--- src/rtl/uart_pkg.sv ---
// Shared definitions for the UART receiver: FSM states, frame width, bit timing.
// With UART_RX_PARITY_EN defined the state set gains PARITY (8E1 frames).
package uart_pkg;

  localparam int DATA_BITS = 8;

  typedef enum logic [2:0] {
    IDLE,
    START,
    DATA,
`ifdef UART_RX_PARITY_EN
    PARITY,
`endif
    STOP,
    WAIT_HIGH
  } rx_state_e;

  function automatic int clks_per_bit(input int clk_hz, input int baud);
    return clk_hz / baud;
  endfunction

endpackage

--- src/rtl/uart_rx_fifo.sv ---
// First-word-fall-through receive FIFO with extra-MSB pointers; a push while
// full is dropped unless a pop frees the slot in the same cycle.
module uart_rx_fifo #(
  parameter int WIDTH = 8,
  parameter int DEPTH = 16,
  localparam int AW = $clog2(DEPTH)
) (
  input  logic             clk,
  input  logic             rst_n,
  input  logic             wr_en,
  input  logic [WIDTH-1:0] wr_data,
  input  logic             rd_en,
  output logic [WIDTH-1:0] rd_data,
  output logic             rd_valid,
  output logic [AW:0]      count,
  output logic             ovf
);

  if (DEPTH < 2 || (1 << AW) != DEPTH) begin : g_depth_check
    $error("uart_rx_fifo: DEPTH must be a power of two and at least 2");
  end

  logic [WIDTH-1:0] mem [DEPTH];
  logic [AW:0]      wr_ptr;
  logic [AW:0]      rd_ptr;
  logic             empty;
  logic             full;
  logic             do_push;
  logic             do_pop;

  assign empty    = (wr_ptr == rd_ptr);
  assign full     = (wr_ptr[AW] != rd_ptr[AW]) && (wr_ptr[AW-1:0] == rd_ptr[AW-1:0]);
  assign do_pop   = rd_en && !empty;
  assign do_push  = wr_en && (!full || do_pop);
  assign ovf      = wr_en && !do_push;
  assign count    = wr_ptr - rd_ptr;
  assign rd_valid = !empty;
  assign rd_data  = empty ? '0 : mem[rd_ptr[AW-1:0]];

  always_ff @(posedge clk or negedge rst_n) begin
    if (!rst_n) begin
      wr_ptr <= '0;
      rd_ptr <= '0;
    end else begin
      if (do_push) wr_ptr <= wr_ptr + 1'b1;
      if (do_pop)  rd_ptr <= rd_ptr + 1'b1;
    end
  end

  // Storage is data only; occupancy is governed entirely by the pointers.
  always_ff @(posedge clk) begin
    if (do_push) mem[wr_ptr[AW-1:0]] <= wr_data;
  end

endmodule

--- src/rtl/uart_receiver.sv ---
// 8N1 UART receiver with synchronizer, framing/overrun flags and receive FIFO.
// Define UART_RX_PARITY_EN for 8E1 frames and the parity_err_o output.
module uart_receiver
  import uart_pkg::*;
#(
  parameter int CLK_FREQ_HZ = 100000000,
  parameter int BAUD_RATE   = 115200,
  parameter int FIFO_DEPTH  = 16
) (
  input  logic                          clk,
  input  logic                          rst_n,
  input  logic                          rx_i,
  input  logic                          rd_en_i,
  output logic [7:0]                    rd_data_o,
  output logic                          rd_valid_o,
  output logic [$clog2(FIFO_DEPTH):0]   fifo_count_o,
  output logic                          framing_err_o,
`ifdef UART_RX_PARITY_EN
  output logic                          parity_err_o,
`endif
  output logic                          overrun_err_o
);

  localparam int CLKS_PER_BIT = clks_per_bit(CLK_FREQ_HZ, BAUD_RATE);
  localparam int CNT_W        = $clog2(CLKS_PER_BIT);
  localparam int BIT_W        = $clog2(DATA_BITS);

  if (CLKS_PER_BIT < 4) begin : g_cpb_check
    $error("uart_receiver: CLK_FREQ_HZ / BAUD_RATE must be at least 4");
  end

  localparam logic [CNT_W-1:0] BIT_LAST  = CNT_W'(CLKS_PER_BIT - 1);
  localparam logic [CNT_W-1:0] HALF_LAST = CNT_W'(CLKS_PER_BIT / 2 - 1);
  // The start edge reaches the FSM two cycles late through the synchronizer;
  // preloading the half-bit wait by that much keeps samples centred on the line.
  localparam logic [CNT_W-1:0] SYNC_LAT  = CNT_W'(2);
  localparam logic [BIT_W-1:0] LAST_BIT  = BIT_W'(DATA_BITS - 1);

  rx_state_e             state, state_nx;
  logic                  rx_p0, rx_p1;
  logic [CNT_W-1:0]      baud_cnt, baud_nx;
  logic [BIT_W-1:0]      bit_cnt, bit_nx;
  logic [DATA_BITS-1:0]  shift_reg;
  logic                  shift_en;
  logic                  push;
  logic                  frame_bad;
  logic                  fifo_ovf;
`ifdef UART_RX_PARITY_EN
  logic                  par_bad, par_bad_nx;
  logic                  par_err;
`endif

  // Stage p0/p1: two-flop synchronizer, idle-high after reset
  always_ff @(posedge clk or negedge rst_n) begin
    if (!rst_n) begin
      rx_p0 <= 1'b1;
      rx_p1 <= 1'b1;
    end else begin
      rx_p0 <= rx_i;
      rx_p1 <= rx_p0;
    end
  end

  always_ff @(posedge clk or negedge rst_n) begin
    if (!rst_n) begin
      state         <= IDLE;
      baud_cnt      <= '0;
      bit_cnt       <= '0;
      framing_err_o <= 1'b0;
      overrun_err_o <= 1'b0;
`ifdef UART_RX_PARITY_EN
      par_bad       <= 1'b0;
      parity_err_o  <= 1'b0;
`endif
    end else begin
      state         <= state_nx;
      baud_cnt      <= baud_nx;
      bit_cnt       <= bit_nx;
      framing_err_o <= frame_bad;
      overrun_err_o <= fifo_ovf;
`ifdef UART_RX_PARITY_EN
      par_bad       <= par_bad_nx;
      parity_err_o  <= par_err;
`endif
    end
  end

  always_ff @(posedge clk) begin
    if (shift_en) shift_reg <= {rx_p1, shift_reg[DATA_BITS-1:1]};
  end

  always_comb begin
    state_nx   = state;
    baud_nx    = baud_cnt;
    bit_nx     = bit_cnt;
    shift_en   = 1'b0;
    push       = 1'b0;
    frame_bad  = 1'b0;
`ifdef UART_RX_PARITY_EN
    par_bad_nx = par_bad;
    par_err    = 1'b0;
`endif
    case (state)
      IDLE: begin
        if (!rx_p1) begin
          state_nx = START;
          baud_nx  = SYNC_LAT;
          bit_nx   = '0;
        end
      end
      START: begin
        if (baud_cnt >= HALF_LAST) begin
          baud_nx  = '0;
          state_nx = rx_p1 ? IDLE : DATA;
        end else begin
          baud_nx = baud_cnt + 1'b1;
        end
      end
      DATA: begin
        if (baud_cnt == BIT_LAST) begin
          baud_nx  = '0;
          shift_en = 1'b1;
          if (bit_cnt == LAST_BIT) begin
`ifdef UART_RX_PARITY_EN
            state_nx = PARITY;
`else
            state_nx = STOP;
`endif
          end else begin
            bit_nx = bit_cnt + 1'b1;
          end
        end else begin
          baud_nx = baud_cnt + 1'b1;
        end
      end
`ifdef UART_RX_PARITY_EN
      PARITY: begin
        if (baud_cnt == BIT_LAST) begin
          baud_nx    = '0;
          par_bad_nx = rx_p1 ^ (^shift_reg);
          par_err    = par_bad_nx;
          state_nx   = STOP;
        end else begin
          baud_nx = baud_cnt + 1'b1;
        end
      end
`endif
      STOP: begin
        if (baud_cnt == BIT_LAST) begin
          baud_nx = '0;
          if (rx_p1) begin
`ifdef UART_RX_PARITY_EN
            push = !par_bad;
`else
            push = 1'b1;
`endif
            state_nx = IDLE;
          end else begin
            frame_bad = 1'b1;
            state_nx  = WAIT_HIGH;
          end
        end else begin
          baud_nx = baud_cnt + 1'b1;
        end
      end
      WAIT_HIGH: begin
        if (rx_p1) state_nx = IDLE;
      end
      default: begin
        state_nx = IDLE;
        baud_nx  = '0;
        bit_nx   = '0;
      end
    endcase
  end

  uart_rx_fifo #(
    .WIDTH (DATA_BITS),
    .DEPTH (FIFO_DEPTH)
  ) u_fifo (
    .clk      (clk),
    .rst_n    (rst_n),
    .wr_en    (push),
    .wr_data  (shift_reg),
    .rd_en    (rd_en_i),
    .rd_data  (rd_data_o),
    .rd_valid (rd_valid_o),
    .count    (fifo_count_o),
    .ovf      (fifo_ovf)
  );

endmodule

--- config.mk ---
export PLATFORM = sky130hd
export DESIGN_NAME = uart_receiver
export DESIGN_NICKNAME = d
export VERILOG_FILES = /design/src/rtl/uart_pkg.sv /design/src/rtl/uart_rx_fifo.sv /design/src/rtl/uart_receiver.sv
export SDC_FILE = /design/constraint.sdc
export NUM_CORES = 1
export LEC_CHECK = 0
export ABC_AREA = 1
export CAP_MARGIN = 10
export CORE_MARGIN = 1
export CORE_UTILIZATION = 40
export CTS_CLUSTER_DIAMETER = 80
export CTS_CLUSTER_SIZE = 16
export DETAILED_ROUTE_END_ITERATION = 8
export PLACE_DENSITY = 0.66
export SETUP_SLACK_MARGIN = 0.2
export SYNTH_ARGS = -nofsm -noshare
export SYNTH_HDL_FRONTEND = slang
export SYNTH_SLANG_ARGS = --single-unit
--- constraint.sdc ---
create_clock -name clk -period 3.5 [get_ports clk]
set_input_delay 1.05 -clock clk [delete_from_list [all_inputs] [get_ports clk]]
set_output_delay 1.05 -clock clk [all_outputs]
set_load 0.03 [all_outputs]
* Word-level counts from Yosys, hierarchy flattened *
Memory sizes are Yosys's and may differ from the RTL's.
Index checks and enable logic that the tools add are counted.

storage, ports and cells
  bits in registers = 38
  bits in writable memories = 128
  input port bits = 4
  output and inout port bits = 16
  word-level logic and storage cells = 77
  memories kept = 1

memory list
  memory      words  width  rd ports  clocked after Yosys merged registers in  write ports  RTL line            text
  u_fifo.mem  16     8      1         0                                        1            uart_rx_fifo.sv:23  logic [WIDTH-1:0] mem [DEPTH];

cells by class
  add/subtract/negate cells = 5
  magnitude comparators = 1
  equal/unequal tests = 16
  mux-type cells = 28
  bitwise operators = 2
  reductions and logical operators = 14

operators by type and width
  kind                     count
  $pmux W10 S4             1
  $mux W10                 3
  $mux W3                  10
  $pmux W3 S5              1
  $ne A2 B2 Y1 const B     7
  $add A10 B1 Y10 const B  1
  $add A5 B1 Y5 const B    2
  $eq A10 B10 Y1 const B   1
  $ge A10 B9 Y1 const B    1
  $mux W1                  10
  $pmux W3 S3              1
  $mux W8                  1
  $eq A3 B2 Y1 const B     2
  $eq A3 B3 Y1 const B     2
  $reduce_and A6 Y1        1
  $eq A5 B5 Y1             1
  $sub A5 B5 Y5            1
  $eq A4 B4 Y1             1
  $logic_and A1 B1 Y1      4
  $reduce_and A4 Y1        1
  $add A3 B1 Y3 const B    1
  $eq A3 B1 Y1 const B     1
  $logic_not A1 Y1         3
  $logic_not A3 Y1         1
  7 further kinds          8

* Longest topological paths before layout *
  depth after elaboration = 7
  depth in mapped cells = 12
  mapped depth without buffers = 12

* Modules after synthesis *
Synthesis repeated with hierarchy kept, for this count alone.

second synthesis, totals
  cells, all modules = 800
  area total of the unflattened synthesis = 7726.2 µm²

modules (own cells, without submodules)
  module         times used  cells an instance  area each (µm²)  sequential area each (µm²)
  uart_rx_fifo   1           633                6279.8           4093.9
  uart_receiver  1           167                1446.4           743.2

* Least setup slack after synthesis *
OpenSTA, ideal clock, no wires.

  path kind = register to output
  start = reg u_fifo.rd_ptr[2]
  end = out fifo_count_o[4]
  data arrival time = 2.001 ns
  data required time = 2.450 ns
  slack = 0.449 ns
  cell stages (with the launch flop) = 8
  path through = dfrtp_1 > clkbuf_1 > inv_2 > ha_1 > nand2_1 > nor2_1 > a211oi_1 > xor2_1

between the ends
  cells in the longest elaborated chain, start to end = 1

RTL lines
  what                    RTL line             text
  start, declared         uart_rx_fifo.sv:25   logic [AW:0] rd_ptr;
  start signal, assigned  uart_rx_fifo.sv:46   if (do_pop) rd_ptr <= rd_ptr + 1'b1;
  $sub A5 B5 Y5           uart_rx_fifo.sv:36   assign count = wr_ptr - rd_ptr;
  end, declared           uart_receiver.sv:16  output logic [$clog2(FIFO_DEPTH):0] fifo_count_o,

Every way passes these cells.

* Worst setup path after layout *
  start = reg u_fifo.rd_ptr[0]
  end = out rd_valid_o

between the ends
  cells in the longest elaborated chain, start to end = 2

RTL lines
  what              RTL line             text
  $eq A5 B5 Y1      uart_rx_fifo.sv:31   assign empty = (wr_ptr == rd_ptr);
  $logic_not A1 Y1  uart_rx_fifo.sv:37   assign rd_valid = !empty;
  end, declared     uart_receiver.sv:15  output logic rd_valid_o,

Every way passes these cells.

==> flow_summary.ini <==
[synth]
ys.flop_type = edfxtp_1
yosys_warnings = 0
synth_nets = 726
synth-seq-area-share_pct = 64.47
syn_area_mm2 = 0.007503
synth_edf_count = 136
syn_area_per_cell_um2 = 10.61
async_flop_share_pct = 18.07
syn_inst = 707
synth-seq-cells = 166
synthDistinctLibCells = 40

[timing]
tightest_slew_ns = 0.7690
setup_tns_ns = 0
timing.fmax_ghz = 0.3049
hold_violations = 0
whs_ns = 0.3573
finalClockSkew_ns = 0.01125
period_minus_slack_ns = 3.280
post-route-period-util_pct = 93.70
setup_violations = 0
slew-limit-headroom_pct = 48.73
rsz0062_at_grt = true
drv_slew = 0

[clocking]
cts-htree-levels = 4
cts.sinks = 166
path_clk_slew_ns = 0.07
cts_tree = yes
insertion_delay_ns = 0.44
cts_root_buf = clkbuf_16
clk_path_buf_depth = 2
cts_made_buffers = 17

[pwr]
powerDensity_mw_per_mm2 = 745.1
p_leak_uw = 0.003493
ir_drop_mv = 0.5267

[floorplanning]
core_mm2 = 0.01815
rows = 49
die_w_um = 139.0
start_util_pct = 41.35
die_area_mm2 = 0.01931
die_y_um = 139.0
ios = 20

[worst_setup_path]
r2r-end = u_fifo.mem[11][7]
r2r_cells = 9
worstSetupPathType = reg2out
timing.critical_path.from_type = flip-flop
cp_max_fo = 10
worstPathRequired_ns = 2.45
ff2ff_setup_slack_ns = 1.15
cp.arrival_ns = 2.23
r2r-start = baud_cnt[0]
end_kind = output port

[placed_design]
numPortBuffers = 19
dp_hpwl_um = 10830
gp_congestion = 0.8704

[outcome]
violations = design-rule violations
status = complete, but fails checks

[detailed_routing]
drtIter0Drc = 428
wl_per_cell_um = 17.62
wl_um = 17510
drc_errors = 2
ant_nets = 0
first_pass_iters = 7
dr_total_vias = 5086
met1_length_um = 7745
viasPerCell = 5.117
wl_met2_um = 8532
top_layer_used = met4
route.met3.wl_um = 921

[run]
cap_violations = 0

[hold_path]
worstHoldPathCells = 0
hold_path_class = reg2reg
min_from = rx_p0
min_to = rx_p1

[layout]
final_common_cell = nor2_1
layout.nets = 771
largest_register_ffs = 128
final_cell_mix = nor2_1, edfxtp_1, nand2_1, o21ai_0, inv_1
fin_util_pct = 48.69
area_growth_pct = 17.76
antenna_cells = 0
layout-drive-gt1-share_pct = 17.12

[grt]
grt_pass1_wl_um = 27390
grtUsageTotal_pct = 18.88
grt_max_degree = 41
antenna_found_initial = 0
gr-total-overflow = 0
first_global_vias = 4974
worst max-delay path: stages, from the launching register on:
cell           delay [ns]
dfrtp_2              0.51
ha_2                 0.42
nand4_4              0.17
nor2_4               0.14
buf_12               0.14
inv_2                0.06
dlygate4sd2_1        0.35
where the power goes:
part           internal, uW  total (uW)  switching (uW)
Combinational           852        2400            1550
Sequential             2140        2210            62.1
Clock                  1100        1980             880
Total                  4090        6580            2490
layer usage:
metal | global-route usage, % | up-vias
li1 | - | 2462
met1 | 25.16 | 2450
met2 | 30.73 | 148
met3 | 3.246 | 26
met4 | 7.485 | 0
met5 | 0 | -
kinds of logic (layout without fill, tap and decap cells):
kind of cell,count (synthesis),in the layout,share of synthesized area [%]
AND/OR/NAND/NOR,340,340,20.73
XOR/XNOR,11,11,1.384
adder cells (fa/ha/maj),15,15,2.601
flip-flops,166,166,64.47
buffers and inverters,83,141,4.485
AO/OA/AOI/OAI,92,92,6.337
metrics by stage:
step | power, uW | setup slack [ns] | cell area (um2) | cells
6_report | 6583 | 0.2203 | 8836 | 994
5_1_grt | 6888 | 0.1747 | 8836 | 994
4_1_cts | 6550 | 0.1915 | 8783 | 989
3_5_place_dp | 4476 | 0.1738 | 8056 | 953
3_3_place_gp | 4470 | 0.1958 | 8056 | 953
2_1_floorplan | 3709 | 0.4492 | 7503 | 707
synthesized netlist by cell type, types with 2 or more instances:
master	instances	area (um2)
a21oi_1	9	45.04
buf_2	10	50.05
buf_4	3	22.52
clkbuf_1	9	33.78
dfrtp_1	28	700.7
dfstp_2	2	52.55
edfxtp_1	136	4084
ha_1	14	175.2
inv_1	49	183.9
inv_2	9	33.78
nand2_1	108	405.4
nand2_2	2	12.51
nand2_4	7	78.83
nand3_1	47	235.2
nand4_1	4	25.02
nor2_1	148	555.5
nor2_2	8	50.05
nor2_4	3	33.78
nor2_8	2	40.04
nor3_2	2	20.02
o21ai_0	62	310.3
o21ai_1	16	80.08
o21bai_1	2	15.01
or2_2	3	18.77
xnor2_1	3	26.28
xor2_1	7	61.31
worst max path at each step:
| stage | startpoint | slack (ns) | to | cells after the start |
|---|---|---|---|---|
| finish | u_fifo.rd_ptr[0] | 0.22 | rd_valid_o | 6 |
| floorplan | u_fifo.rd_ptr[2] | 0.45 | fifo_count_o[4] | 7 |
| global placement | u_fifo.rd_ptr[0] | 0.20 | rd_data_o[7] | 9 |
| CTS | u_fifo.wr_ptr[0] | 0.19 | rd_valid_o | 7 |
| detailed placement | u_fifo.rd_ptr[0] | 0.17 | rd_data_o[7] | 9 |
| global route | u_fifo.rd_ptr[0] | 0.17 | rd_data_o[1] | 10 |
final cells by class:
type / instances / area (um2)
Timing Repair Buffer: 49 / 476.7
Sequential cell: 166 / 4841
Clock inverter: 15 / 205.2
Fill cell: 1651 / 9311
Multi-Input combinational cell: 458 / 2370
Clock buffer: 17 / 425.4
Tap cell: 229 / 286.5
Inverter: 60 / 231.5
timing repair:
item	CTS	global route
hold buffers	0	0
setup endpoints to repair	10	11
cloned	1	1
pin swaps	1	0
buffers inserted	3	4
resized for setup	36	28
Note: power is estimated with default switching activity, not from simulation.
